**config.mk**
```make
export PLATFORM = sky130hd
export DESIGN_NAME = pulse_updown_counter
export DESIGN_NICKNAME = d
export VERILOG_FILES = /design/src/rtl/pulse_updown_counter_pkg.sv /design/src/rtl/pulse_updown_counter_edge_detect_rise.sv /design/src/rtl/pulse_updown_counter.sv
export SDC_FILE = /design/constraint.sdc
export NUM_CORES = 1
export LEC_CHECK = 0
export CAP_MARGIN = 5
export CORE_AREA = 2 2 39 41
export DETAILED_ROUTE_END_ITERATION = 12
export DIE_AREA = 0 0 41 43
export DONT_BUFFER_PORTS = 1
export PLACE_DENSITY = 0.67
export SLEW_MARGIN = 10
export SYNTH_ARGS = -nofsm -noshare
export SYNTH_HDL_FRONTEND = slang
export SYNTH_SLANG_ARGS = --single-unit
```
**constraint.sdc**
```tcl
create_clock -name clk -period 1.8 [get_ports clk]
set_clock_uncertainty 0.1 [all_clocks]
set_input_delay 0.27 -clock clk [delete_from_list [all_inputs] [get_ports clk]]
set_output_delay 0.27 -clock clk [all_outputs]
set_load 0.01 [all_outputs]
```
**src/rtl/pulse_updown_counter_pkg.sv**
```systemverilog
// Shared types and elaboration-time helpers for the pulse up/down counter.
package pulse_counter_pkg;

  typedef enum logic [2:0] {
    ST_IDLE     = 3'd0,
    ST_HOLD_INC = 3'd1,
    ST_RPT_INC  = 3'd2,
    ST_HOLD_DEC = 3'd3,
    ST_RPT_DEC  = 3'd4
  } rpt_state_e;

  // 64-bit product: MHz clocks times hundreds of ms overflow 32 bits.
  function automatic int unsigned ms_to_cycles(input longint unsigned clk_hz,
                                               input longint unsigned ms);
    return 32'((clk_hz * ms) / 64'd1000);
  endfunction

  function automatic int unsigned timer_width(input int unsigned hold_cyc,
                                              input int unsigned rpt_cyc);
    int unsigned span;
    span = (hold_cyc > rpt_cyc) ? hold_cyc : rpt_cyc;
    return (span < 2) ? 1 : $clog2(span);
  endfunction

endpackage

```
**src/rtl/pulse_updown_counter_edge_detect_rise.sv**
```systemverilog
// One-cycle rising-edge detector on a level already synchronous to clk.
module edge_detect_rise (
  input  logic clk,
  input  logic rst,
  input  logic d,
  output logic rise
);

  logic prev_d, prev_q;

  always_comb prev_d = d;

  always_ff @(posedge clk or posedge rst) begin
    if (rst) prev_q <= 1'b0;
    else     prev_q <= prev_d;
  end

  assign rise = d & ~prev_q;

endmodule

```
**src/rtl/pulse_updown_counter.sv**
```systemverilog
// Modulo up/down counter stepped by debounced button edges, with step/wrap strobes.
// Auto-repeat while a button is held is compiled in with PULSE_COUNTER_AUTOREPEAT_EN.
module pulse_updown_counter
  import pulse_counter_pkg::*;
#(
  parameter int WIDTH       = 4,
  parameter int MAX_VALUE   = 9,
  parameter int CLK_FREQ_HZ = 12000000,
  parameter int HOLD_MS     = 500,
  parameter int REPEAT_MS   = 100
) (
  input  logic             clk,
  input  logic             rst,
  input  logic             inc_in,
  input  logic             dec_in,
  input  logic             clr,
  output logic [WIDTH-1:0] count,
  output logic             step_up,
  output logic             step_dn,
  output logic             ovf,
  output logic             unf
);

  localparam int unsigned HOLD_CYC = ms_to_cycles(64'(CLK_FREQ_HZ), 64'(HOLD_MS));
  localparam int unsigned RPT_CYC  = ms_to_cycles(64'(CLK_FREQ_HZ), 64'(REPEAT_MS));
  localparam logic [WIDTH-1:0] MAX_V = WIDTH'(MAX_VALUE);
  localparam logic [WIDTH-1:0] ONE   = WIDTH'(1);

  if (MAX_VALUE < 0 || longint'(MAX_VALUE) >= (longint'(1) << WIDTH)) begin : g_bad_max
    $error("MAX_VALUE must satisfy 0 <= MAX_VALUE < 2**WIDTH");
  end
  if (HOLD_CYC == 0 || RPT_CYC == 0) begin : g_bad_timing
    $error("HOLD_MS and REPEAT_MS must each span at least one clk cycle");
  end

  logic rise_inc, rise_dec;

  edge_detect_rise u_inc_edge (.clk(clk), .rst(rst), .d(inc_in), .rise(rise_inc));
  edge_detect_rise u_dec_edge (.clk(clk), .rst(rst), .d(dec_in), .rise(rise_dec));

  logic [WIDTH-1:0] count_d, count_q;
  logic             step_up_d, step_up_q, step_dn_d, step_dn_q;
  logic             ovf_d, ovf_q, unf_d, unf_q;
  logic             do_inc, do_dec;

`ifdef PULSE_COUNTER_AUTOREPEAT_EN
  localparam int unsigned TIMER_W = timer_width(HOLD_CYC, RPT_CYC);
  localparam logic [TIMER_W-1:0] HOLD_LAST = TIMER_W'(HOLD_CYC - 1);
  localparam logic [TIMER_W-1:0] RPT_LAST  = TIMER_W'(RPT_CYC - 1);
  localparam logic [TIMER_W-1:0] T_ONE     = TIMER_W'(1);

  rpt_state_e         state_d, state_q;
  logic [TIMER_W-1:0] timer_d, timer_q;
`endif

  always_comb begin
    do_inc = 1'b0;
    do_dec = 1'b0;
`ifdef PULSE_COUNTER_AUTOREPEAT_EN
    state_d = state_q;
    timer_d = timer_q;
    case (state_q)
      ST_IDLE: begin
        timer_d = '0;
        if (rise_inc && !rise_dec) begin
          do_inc  = 1'b1;
          state_d = ST_HOLD_INC;
        end else if (rise_dec && !rise_inc) begin
          do_dec  = 1'b1;
          state_d = ST_HOLD_DEC;
        end
      end
      // Hold and repeat phases share one timer; only the terminal count differs.
      ST_HOLD_INC, ST_RPT_INC: begin
        if (!inc_in || dec_in) begin
          state_d = ST_IDLE;
          timer_d = '0;
        end else if (timer_q == ((state_q == ST_HOLD_INC) ? HOLD_LAST : RPT_LAST)) begin
          do_inc  = 1'b1;
          timer_d = '0;
          state_d = ST_RPT_INC;
        end else begin
          timer_d = timer_q + T_ONE;
        end
      end
      ST_HOLD_DEC, ST_RPT_DEC: begin
        if (!dec_in || inc_in) begin
          state_d = ST_IDLE;
          timer_d = '0;
        end else if (timer_q == ((state_q == ST_HOLD_DEC) ? HOLD_LAST : RPT_LAST)) begin
          do_dec  = 1'b1;
          timer_d = '0;
          state_d = ST_RPT_DEC;
        end else begin
          timer_d = timer_q + T_ONE;
        end
      end
      default: begin
        state_d = ST_IDLE;
        timer_d = '0;
      end
    endcase
    if (clr) begin
      state_d = ST_IDLE;
      timer_d = '0;
    end
`else
    do_inc = rise_inc & ~rise_dec;
    do_dec = rise_dec & ~rise_inc;
`endif

    count_d   = count_q;
    step_up_d = 1'b0;
    step_dn_d = 1'b0;
    ovf_d     = 1'b0;
    unf_d     = 1'b0;
    if (clr) begin
      count_d = '0;
    end else if (do_inc) begin
      step_up_d = 1'b1;
      if (count_q == MAX_V) begin
        count_d = '0;
        ovf_d   = 1'b1;
      end else begin
        count_d = count_q + ONE;
      end
    end else if (do_dec) begin
      step_dn_d = 1'b1;
      if (count_q == '0) begin
        count_d = MAX_V;
        unf_d   = 1'b1;
      end else begin
        count_d = count_q - ONE;
      end
    end
  end

  always_ff @(posedge clk or posedge rst) begin
    if (rst) begin
      count_q   <= '0;
      step_up_q <= 1'b0;
      step_dn_q <= 1'b0;
      ovf_q     <= 1'b0;
      unf_q     <= 1'b0;
`ifdef PULSE_COUNTER_AUTOREPEAT_EN
      state_q   <= ST_IDLE;
      timer_q   <= '0;
`endif
    end else begin
      count_q   <= count_d;
      step_up_q <= step_up_d;
      step_dn_q <= step_dn_d;
      ovf_q     <= ovf_d;
      unf_q     <= unf_d;
`ifdef PULSE_COUNTER_AUTOREPEAT_EN
      state_q   <= state_d;
      timer_q   <= timer_d;
`endif
    end
  end

  assign count   = count_q;
  assign step_up = step_up_q;
  assign step_dn = step_dn_q;
  assign ovf     = ovf_q;
  assign unf     = unf_q;

endmodule

```
==> results.ini, run 1 <==
[sta]
post-route-worst-setup-slack_ns=0.111
final-hold-violation-count=0
min_period_ns=1.69
max_freq_ghz=0.592
worst-slew-pin-transition_ns=0.495
max_transition_margin=0.669
slew_violations=0
setup-violations-final=0
finalHoldWorstSlack_ns=0.140
fin_tns_setup_ns=0
setup_repair_after_global_routing_missed_its_margin=no
min_period_over_period=0.938

[critical_path]
criticalPathCategory=flop to flop
critPathRequiredTime_ns=1.83
critical-path-max-stage-delay_ns=0.41
arrival_ns=1.72
critical_path_peak_fanout=4
critPathTopFamily=simple AND/OR/NAND/NOR gates
timing.critical_path.buf_inv=1
timing.critical_path.cells=inv_1, ha_2, or3b_4, o21ai_2, nor2_1, a31oi_1, o31ai_1
end_kind=flop
crit_slowest_cell=sky130_fd_sc_hd__or3b_4
setup.worst_path.start_class=flop

[final_layout]
final_cell_mix=10 x sky130_fd_sc_hd__dfrtp_1, 4 x sky130_fd_sc_hd__inv_1, 4 x sky130_fd_sc_hd__nor2_1, 4 x sky130_fd_sc_hd__o31ai_1, 4 x sky130_fd_sc_hd__dlygate4sd3_1
final_net_count=76
mostFrequentLayoutCell=sky130_fd_sc_hd__dfrtp_1
drive_gt1_frac=0.258
diodes=0
fill_cells=136
layout-area-overhead-vs-synth_pct=18.9

[synthesis]
syn-num-nets=66
ys.warnings.count=0
syn_area_per_cell_um2=10.4
synth-seq-cells=10
synth_sequential_area_ratio=0.424
mappedNetlistArea_um2=591
syn_inst=57
synth_cell_type_count=29

[power_and_ir_drop]
power_frac_clock=0.228
p_comb_frac=0.399
ir_worst_vdd_v=0.000561
seqPwrFrac=0.373
p_switching_mw=0.319
power.density_mw_per_mm2=1240
internal_power_mw=0.549
power_switching_share=0.367
leakagePower_nw=0.305

[floorplan]
die_height_um=43
die_w_um=41
core.rowCount=14
floorplan.initialDensity=0.427
top_level_ports=13
core_area_mm2=0.00138
die_area_mm2=0.00176

[route]
firstDrtPassIters=4
postRouteAntennaNets=0
wl_per_cell_um=14.0
initialDrtViolationCount=9
drt-total-wl_um=1140
route.vias.total=460
drcViolationCount=0
routed_via_density=5.61

[placement]
gpl_wtd_cong=0.815
detailed_placement_wirelength_estimate_um=843
dp_worst_setup_slack_ns=0.119
port_buffers=0

[clock_tree]
clock-sinks=10
cts_max_path_buffers=2
htree_num_levels=1
path_clk_slew_ns=0.07
tritoncts=built
cts-root-buf=sky130_fd_sc_hd__clkbuf_4
worstSkewPairLatency_ns=0.26
cts-buffers-inserted=3
cts.repair_timing.setup_buffer_count=0

[global_route]
globalRoute.totalOverflow=0
grt_max_degree=11
antenna_found_initial=0
grt_pass1_wl_um=1980
grt_pass1_vias=417
gr-usage-all-layers=0.160

[min_path]
hold_path.class=primary input to flop

[status]
status=finished, final reports clean

[run]
cap_violations=0

per-layer routing:
layer | vias to the layer above | global-route usage | part of all wire
met5 | - | 0 | 0
met4 | 0 | 0.0600 | 0
met3 | 0 | 0.0262 | 0.038
met2 | 15 | 0.213 | 0.47
met1 | 221 | 0.252 | 0.49
li1 | 224 | - | -
stage by stage:
step / instance area, µm² / total power [mW] / utilization / instances
2_1_floorplan: 591 / 0.588 / - / 57
3_3_place_gp: 618 / 0.649 / 0.447 / 74
3_5_place_dp: 618 / 0.656 / 0.447 / 74
4_1_cts: 694 / 0.867 / 0.502 / 82
5_1_grt: 702 / 0.935 / 0.507 / 82
6_report: 702 / 0.868 / 0.507 / 82
sequential cells by signal, indices dropped and copies added (netlist names):
name,flops
step_up,1
ovf,1
u_inc_edge.prev_q,1
step_dn,1
count,4
unf,1
u_dec_edge.prev_q,1
power by group through the flow:
stage                     sequential (mW)  clock, mW  combinational [mW]
after floorplan                     0.327          0               0.261
after global placement              0.328          0               0.321
after detailed placement            0.327          0               0.330
after CTS                           0.323      0.205               0.339
after global routing                0.331      0.216               0.388
final                               0.324      0.198               0.346
synthesized netlist by cell type, drive strengths merged:
master	number	area, µm²
buf	1	11.3
o41ai	1	8.76
nand2b	1	13.8
nor4b	1	8.76
ha	4	50.1
a311oi	1	8.76
nor3	4	20.0
o21ai	2	13.8
nand2	3	11.3
inv	4	15.0
a21oi	1	5.00
clkbuf	1	3.75
o31ai	4	30.0
or3b	1	11.3
xnor2	1	8.76
a32oi	1	8.76
o21bai	1	7.51
nor2b	1	13.8
nor2	6	32.5
nand3	2	10.0
dfrtp	10	250
nor3b	2	20.0
a31oi	2	12.5
nor4	1	6.26
or2	1	8.76
area by class of cell:
| class | count | area (µm²) | share of cell area |
|---|---|---|---|
| flip-flops and latches | 10 | 250 | 0.357 |
| clock buffers | 4 | 36.3 | 0.0517 |
| multi-input cells | 41 | 318 | 0.453 |
| inverters | 4 | 15.0 | 0.0214 |
| well taps | 16 | 20.0 | 0.0285 |
| repair buffers | 7 | 62.6 | 0.0891 |
logic make-up after synthesis:
kind of cell	count (synthesis)	synth area share
AND/OR/NAND/NOR	23	0.265
AO/OA/AOI/OAI	13	0.161
XOR/XNOR	1	0.0148
adder cells (fa/ha/maj)	4	0.0847
flip-flops	10	0.424
buffers and inverters	6	0.0508
final timing paths:
| path | startpoint | endpoint | slack [ns] | cells past startpoint |
|---|---|---|---|---|
| max in group asynchronous | rst | count[3]$_DFFE_PP0P_ | 1.01 | 2 |
| max reg2reg | count[1]$_DFFE_PP0P_ | count[1]$_DFFE_PP0P_ | 0.11 | 7 |
| min in group asynchronous | rst | u_inc_edge.prev_q$_DFF_PP0_ | 0.32 | 2 |
| min | inc_in | step_dn$_DFF_PP0_ | 0.14 | 3 |
| min reg2reg | u_dec_edge.prev_q$_DFF_PP0_ | step_dn$_DFF_PP0_ | 0.50 | 3 |
| max | count[1]$_DFFE_PP0P_ | count[1]$_DFFE_PP0P_ | 0.11 | 7 |
what timing repair did:
action / in CTS / in global routing
endpoints found under the setup margin: 0 / 1
hold buffers: 4 / 0
gates resized for setup: 0 / 2
hold endpoints to repair: 19 / 0
tightest hold or removal path, delay by kind of cell:
kind / cells / cell delay [ns]
simple gates: 3 / 0.20
Note: power is estimated with default switching activity, not from simulation.
==> run 2, diff against run 1 <==
--- a/config.mk
+++ b/config.mk
@@ -10,7 +10,7 @@
 export DETAILED_ROUTE_END_ITERATION = 12
 export DIE_AREA = 0 0 41 43
 export DONT_BUFFER_PORTS = 1
-export PLACE_DENSITY = 0.67
+export PLACE_DENSITY = 0.65
 export SLEW_MARGIN = 10
 export SYNTH_ARGS = -nofsm -noshare
 export SYNTH_HDL_FRONTEND = slang
==> constraint.sdc (replaced) <==
create_clock -name clk -period 1.57 [get_ports clk]
set_clock_uncertainty 0.1 [all_clocks]
set_input_delay 0.2355 -clock clk [delete_from_list [all_inputs] [get_ports clk]]
set_output_delay 0.2355 -clock clk [all_outputs]
set_load 0.01 [all_outputs]
==> results.ini, run 2 (synthesis results as in run 1) <==
[route]
route.vias.total=495  ; +7.6%
postRouteAntennaNets=0  ; unchanged
wl_per_cell_um=13.6  ; -2.5%
initialDrtViolationCount=11  ; +2
firstDrtPassIters=4  ; unchanged
routed_via_density=5.50  ; -2.0%
drcViolationCount=0  ; unchanged
drt-total-wl_um=1220  ; +7.0%

[floorplan]
die_w_um=41  ; unchanged
top_level_ports=13  ; unchanged
core_area_mm2=0.00138  ; unchanged
floorplan.initialDensity=0.427  ; unchanged
core.rowCount=14  ; unchanged
die_height_um=43  ; unchanged
die_area_mm2=0.00176  ; unchanged

[critical_path]
critPathRequiredTime_ns=1.62  ; -0.21 ns
critical_path_peak_fanout=4  ; unchanged
setup.worst_path.start_class=flop
end_kind=flop
arrival_ns=1.66  ; -0.06 ns
critical_path.reg2reg.startpoint=count[0]$_DFFE_PP0P_
criticalPathCategory=flop to flop
crit_start=count[0]$_DFFE_PP0P_

[sta]
finalHoldWorstSlack_ns=-0.0576  ; -0.197 ns
slew_violations=0  ; unchanged
worst-slew-pin-transition_ns=0.360  ; -0.135 ns
min_period_over_period=1.02  ; +0.0850
setup_repair_after_global_routing_missed_its_margin=yes
max_transition_margin=0.760  ; +0.0910
setup-violations-final=2  ; +2
min_period_ns=1.61  ; -0.0823 ns
final-hold-violation-count=7  ; +7
post-route-worst-setup-slack_ns=-0.0363  ; -0.148 ns
max_freq_ghz=0.623  ; +5.1%

[placement]
gpl_wtd_cong=0.842  ; +3.3%
area_post_placement_um2=686  ; +11%
detailed_placement_wirelength_estimate_um=891  ; +5.7%
port_buffers=0  ; unchanged

[status]
status=complete, but fails checks
violations=negative hold slack, negative setup slack

[clock_tree]
cts_hold_buf=4  ; unchanged
clock-sinks=10  ; unchanged
worstSkewPairLatency_ns=0.26  ; about the same
path_clk_slew_ns=0.07  ; about the same
htree_num_levels=1  ; unchanged
cts-root-buf=sky130_fd_sc_hd__clkbuf_4
cts-buffers-inserted=3  ; unchanged
cts_max_path_buffers=2  ; unchanged
tritoncts=built

[global_route]
globalRoute.totalOverflow=0  ; unchanged
grt_pass1_wl_um=2100  ; +5.9%
gr-usage-all-layers=0.178  ; +0.0180
grt_pass1_vias=488  ; +17%
antenna_found_initial=0  ; unchanged
grt_max_degree=13  ; +2

[final_layout]
final_cell_mix=12 x sky130_fd_sc_hd__buf_4, 8 x sky130_fd_sc_hd__dfrtp_1, 4 x sky130_fd_sc_hd__nor2_1, 4 x sky130_fd_sc_hd__o31ai_1, 4 x sky130_fd_sc_hd__nor3_1
multi_input_comb_area_um2=330  ; +3.9%
diodes=0  ; unchanged
fill_cells=135  ; -0.74%
final_net_count=84  ; +11%
drive_gt1_frac=0.405  ; +0.148
mostFrequentLayoutCell=sky130_fd_sc_hd__buf_4
max_ffs_per_register=4  ; unchanged
final_core_util=0.552  ; +0.0452
layout.area.seq_um2=253  ; +1.0%
stdcell_area_um2=764  ; +8.9%
layout-area-overhead-vs-synth_pct=29.4

[power_and_ir_drop]
ir_worst_vdd_v=0.000688  ; +22%
leakagePower_nw=0.336  ; +10%
report.power.total_mw=1.08  ; +24%
power.density_mw_per_mm2=1410  ; +14%

[min_path]
hold_start=clr
hold_path.class=primary input to flop

[run]
cap_violations=0  ; unchanged

[run 2: metrics by stage]
step / TNS, ns / std cells / setup WS, ns
floorplan: -0.0293 / 57 / -0.0293
global placement: 0 / 81 / 0.000449
detailed placement: -0.0602 / 81 / -0.0357
CTS: -0.0667 / 90 / -0.0334
global route: -0.347 / 90 / -0.112
finish: -0.0569 / 90 / -0.0363
[run 2: area by class of cell]
cell class,count,share of cell area
Multi-Input combinational cell,41,0.432
Sequential cell,10,0.331
Clock buffer,4,0.0344
Timing Repair Buffer,15,0.157
Inverter,4,0.0196
Tap cell,16,0.0262
[run 2: final timing paths]
path | depth (start not counted) | slack, ns | endpoint
worst max-delay path | 7 | -0.04 | count[1]$_DFFE_PP0P_
worst max register to register | 7 | -0.04 | count[1]$_DFFE_PP0P_
worst min register to register | 4 | 0.55 | step_dn$_DFF_PP0_
max in group asynchronous | 2 | 0.81 | count[1]$_DFFE_PP0P_
min in group asynchronous | 2 | 0.28 | unf$_DFF_PP0_
worst min-delay path | 1 | -0.06 | step_dn$_DFF_PP0_
[run 2: where the power goes]
group / internal [mW] / switching (mW) / total, mW
sequential: 0.303 / 0.0557 / 0.359
clock: 0.0977 / 0.0794 / 0.177
combinational: 0.281 / 0.260 / 0.540
[run 2: per-layer routing]
layer | GRT usage | routed length (µm)
met2 | 0.259 | 593
met1 | 0.221 | 572
met3 | 0.0576 | 43
met4 | 0.100 | 14
met5 | 0 | 0
[run 2: worst max-delay path, stage by stage, from the launching register on]
cell	delay (ns)
sky130_fd_sc_hd__dfrtp_2	0.42
sky130_fd_sc_hd__inv_2	0.09
sky130_fd_sc_hd__ha_4	0.15
sky130_fd_sc_hd__or3b_4	0.39
sky130_fd_sc_hd__o21ai_2	0.07
sky130_fd_sc_hd__nor2_1	0.05
sky130_fd_sc_hd__a31oi_1	0.16
sky130_fd_sc_hd__o31ai_1	0.08
[run 2: repair_timing]
action / in CTS / in global routing
endpoints found under the hold margin: 19 / 7
buffers inserted: 1 / 1
pin swaps: 1 / 1
gates cloned: 0 / 0
gates resized for setup: 0 / 2
endpoints found under the setup margin: 2 / 5
==> run 3, diff against run 2 <==
--- a/config.mk
+++ b/config.mk
@@ -10,6 +10,7 @@
 export DETAILED_ROUTE_END_ITERATION = 12
 export DIE_AREA = 0 0 41 43
 export DONT_BUFFER_PORTS = 1
+export GPL_TIMING_DRIVEN = 0
 export PLACE_DENSITY = 0.65
 export SLEW_MARGIN = 10
 export SYNTH_ARGS = -nofsm -noshare
==> results.ini, run 3 (synthesis results as in run 1) <==
[status]
status=complete, but fails checks
violations=negative setup slack

[final_layout]
diodes=0  ; unchanged
fill_cells=133  ; -1.5%
final_net_count=76  ; -9.5%
stdcell_area_um2=726  ; -5.1%
layout-area-overhead-vs-synth_pct=22.9
final_core_util=0.524  ; -0.0280
mostFrequentLayoutCell=sky130_fd_sc_hd__dfrtp_1
max_ffs_per_register=4  ; unchanged
final_cell_mix=8 x sky130_fd_sc_hd__dfrtp_1, 4 x sky130_fd_sc_hd__nor2_1, 4 x sky130_fd_sc_hd__o31ai_1, 4 x sky130_fd_sc_hd__nor3_1, 4 x sky130_fd_sc_hd__dlygate4sd3_1
drive_gt1_frac=0.303  ; -0.102

[critical_path]
timing.reg2reg.setup_slack_ns=-0.14  ; -0.10 ns
critical_path_peak_fanout=7  ; +3
setup.worst_path.start_class=flop
critPathRequiredTime_ns=1.60  ; -0.02 ns
timing.critical_path.cells=inv_4, ha_4, or3b_4, o21ai_2, nor2_1, a31oi_1, o31ai_1
crit_slowest_cell=sky130_fd_sc_hd__dfrtp_2
criticalPathCategory=flop to flop
end_kind=flop
arrival_ns=1.73  ; +0.07 ns
critical-path-max-stage-delay_ns=0.48  ; +0.06 ns

[route]
routed_via_density=5.60  ; +1.8%
route.vias.total=459  ; -7.3%
drcViolationCount=0  ; unchanged
drt-total-wl_um=1150  ; -5.7%
firstDrtPassIters=4  ; unchanged
wl_per_cell_um=14.1  ; +3.5%
postRouteAntennaNets=0  ; unchanged
initialDrtViolationCount=13  ; +2

[global_route]
gr-usage-all-layers=0.157  ; -0.0210
globalRoute.totalOverflow=0  ; unchanged
antenna_found_initial=0  ; unchanged
grt_pass1_wl_um=1920  ; -8.5%
grt_pass1_vias=411  ; -16%
grt_max_degree=11  ; -2

[power_and_ir_drop]
internal_power_mw=0.648  ; -4.8%
power_frac_clock=0.217  ; +0.052
seqPwrFrac=0.380  ; +0.047
p_comb_frac=0.403  ; -0.099
power.density_mw_per_mm2=1440  ; +2.0%
power_switching_share=0.378  ; +0.0112
report.power.total_mw=1.04  ; -3.1%
ir_worst_vdd_v=0.000628  ; -8.7%
leakagePower_nw=0.301  ; -10%
p_switching_mw=0.394  ; -0.18%

[sta]
min_period_ns=1.71  ; +0.0988 ns
fin_tns_setup_ns=-0.276  ; -0.219 ns
setup_repair_after_global_routing_missed_its_margin=yes
min_period_over_period=1.09  ; +0.0629
worst-slew-pin-transition_ns=0.491  ; +0.131 ns
post-route-worst-setup-slack_ns=-0.135  ; -0.0988 ns
final-hold-violation-count=0  ; -7
setup-violations-final=4  ; +2
finalHoldWorstSlack_ns=0.110  ; +0.167 ns
max_transition_margin=0.671  ; -0.0888
slew_violations=0  ; unchanged
max_freq_ghz=0.586  ; -5.8%

[floorplan]
floorplan.initialDensity=0.427  ; unchanged
top_level_ports=13  ; unchanged
die_w_um=41  ; unchanged
die_height_um=43  ; unchanged
core_area_mm2=0.00138  ; unchanged
die_area_mm2=0.00176  ; unchanged
core.rowCount=14  ; unchanged

[clock_tree]
worstSkewPairLatency_ns=0.26  ; about the same
cts_max_path_buffers=2  ; unchanged
htree_num_levels=1  ; unchanged
tritoncts=built
cts-buffers-inserted=3  ; unchanged
cts-root-buf=sky130_fd_sc_hd__clkbuf_4
clock-sinks=10  ; unchanged
path_clk_slew_ns=0.06  ; about the same

[placement]
detailed_placement_wirelength_estimate_um=775  ; -13%
port_buffers=0  ; unchanged
area_post_placement_um2=626  ; -8.8%
gpl_wtd_cong=0.816  ; -3.1%

[min_path]
hold_path.class=primary input to flop

[run]
cap_violations=0  ; unchanged

[run 3: per-layer routing]
| metal | GRT usage | vias up | part of all wire |
|---|---|---|---|
| met5 | 0 | - | 0 |
| met4 | 0.0600 | 0 | 0.010 |
| met3 | 0.0419 | 2 | 0.038 |
| met2 | 0.228 | 13 | 0.50 |
| met1 | 0.216 | 220 | 0.45 |
| li1 | - | 224 | - |
[run 3: timing repair]
| item | 4_1_cts | 5_1_grt |
|---|---|---|
| hold buffers | 4 | 0 |
| endpoints found under the hold margin | 13 | 0 |
| setup endpoints to repair | 4 | 4 |
| pin swaps | 4 | 4 |
| gates cloned | 0 | 0 |
| gates resized for setup | 2 | 2 |
| setup buffers | 1 | 0 |
[run 3: stage by stage]
stage               setup slack [ns]  std cells
global route                  -0.231         82
CTS                           -0.128         82
global placement              -0.131         73
floorplan                    -0.0293         57
finish                        -0.135         82
detailed placement            -0.144         73
[run 3: worst paths after layout]
| path | start | endpoint | cells after the start |
|---|---|---|---|
| setup reg to reg | count[1]$_DFFE_PP0P_ | count[1]$_DFFE_PP0P_ | 7 |
| hold reg to reg | u_dec_edge.prev_q$_DFF_PP0_ | step_dn$_DFF_PP0_ | 3 |
| hold / removal | clr | count[1]$_DFFE_PP0P_ | 3 |
| setup / recovery | count[1]$_DFFE_PP0P_ | count[1]$_DFFE_PP0P_ | 7 |
| max in group asynchronous | rst | count[1]$_DFFE_PP0P_ | 2 |
| min in group asynchronous | rst | ovf$_DFF_PP0_ | 2 |
[run 3: area by class of cell]
| type | count | area [µm²] | area share |
|---|---|---|---|
| sequential | 10 | 253 | 0.348 |
| inverter | 4 | 17.5 | 0.0241 |
| buffer | 2 | 15.0 | 0.0207 |
| multi-input combinational | 41 | 340 | 0.469 |
| tap | 16 | 20.0 | 0.0276 |
| clock buffer | 4 | 36.3 | 0.0500 |
| timing repair buffer | 5 | 43.8 | 0.0603 |
[run 3: power groups by stage]
| stage | registers [mW] | logic (mW) | clock network, mW |
|---|---|---|---|
| after detailed placement | 0.401 | 0.366 | 0 |
| after global placement | 0.401 | 0.361 | 0 |
| final | 0.397 | 0.420 | 0.226 |
| after floorplan | 0.381 | 0.316 | 0 |
| after global routing | 0.410 | 0.471 | 0.249 |
| after CTS | 0.394 | 0.399 | 0.234 |
[run 3: critical path: cells and delay by family, from the launching register on]
kind,cells,cell delay [ns]
adder cells (fa/ha/maj),1,0.14
AO/OA/AOI/OAI,3,0.31
buffers and inverters,1,0.10
AND/OR/NAND/NOR,2,0.43
flip-flops,1,0.48
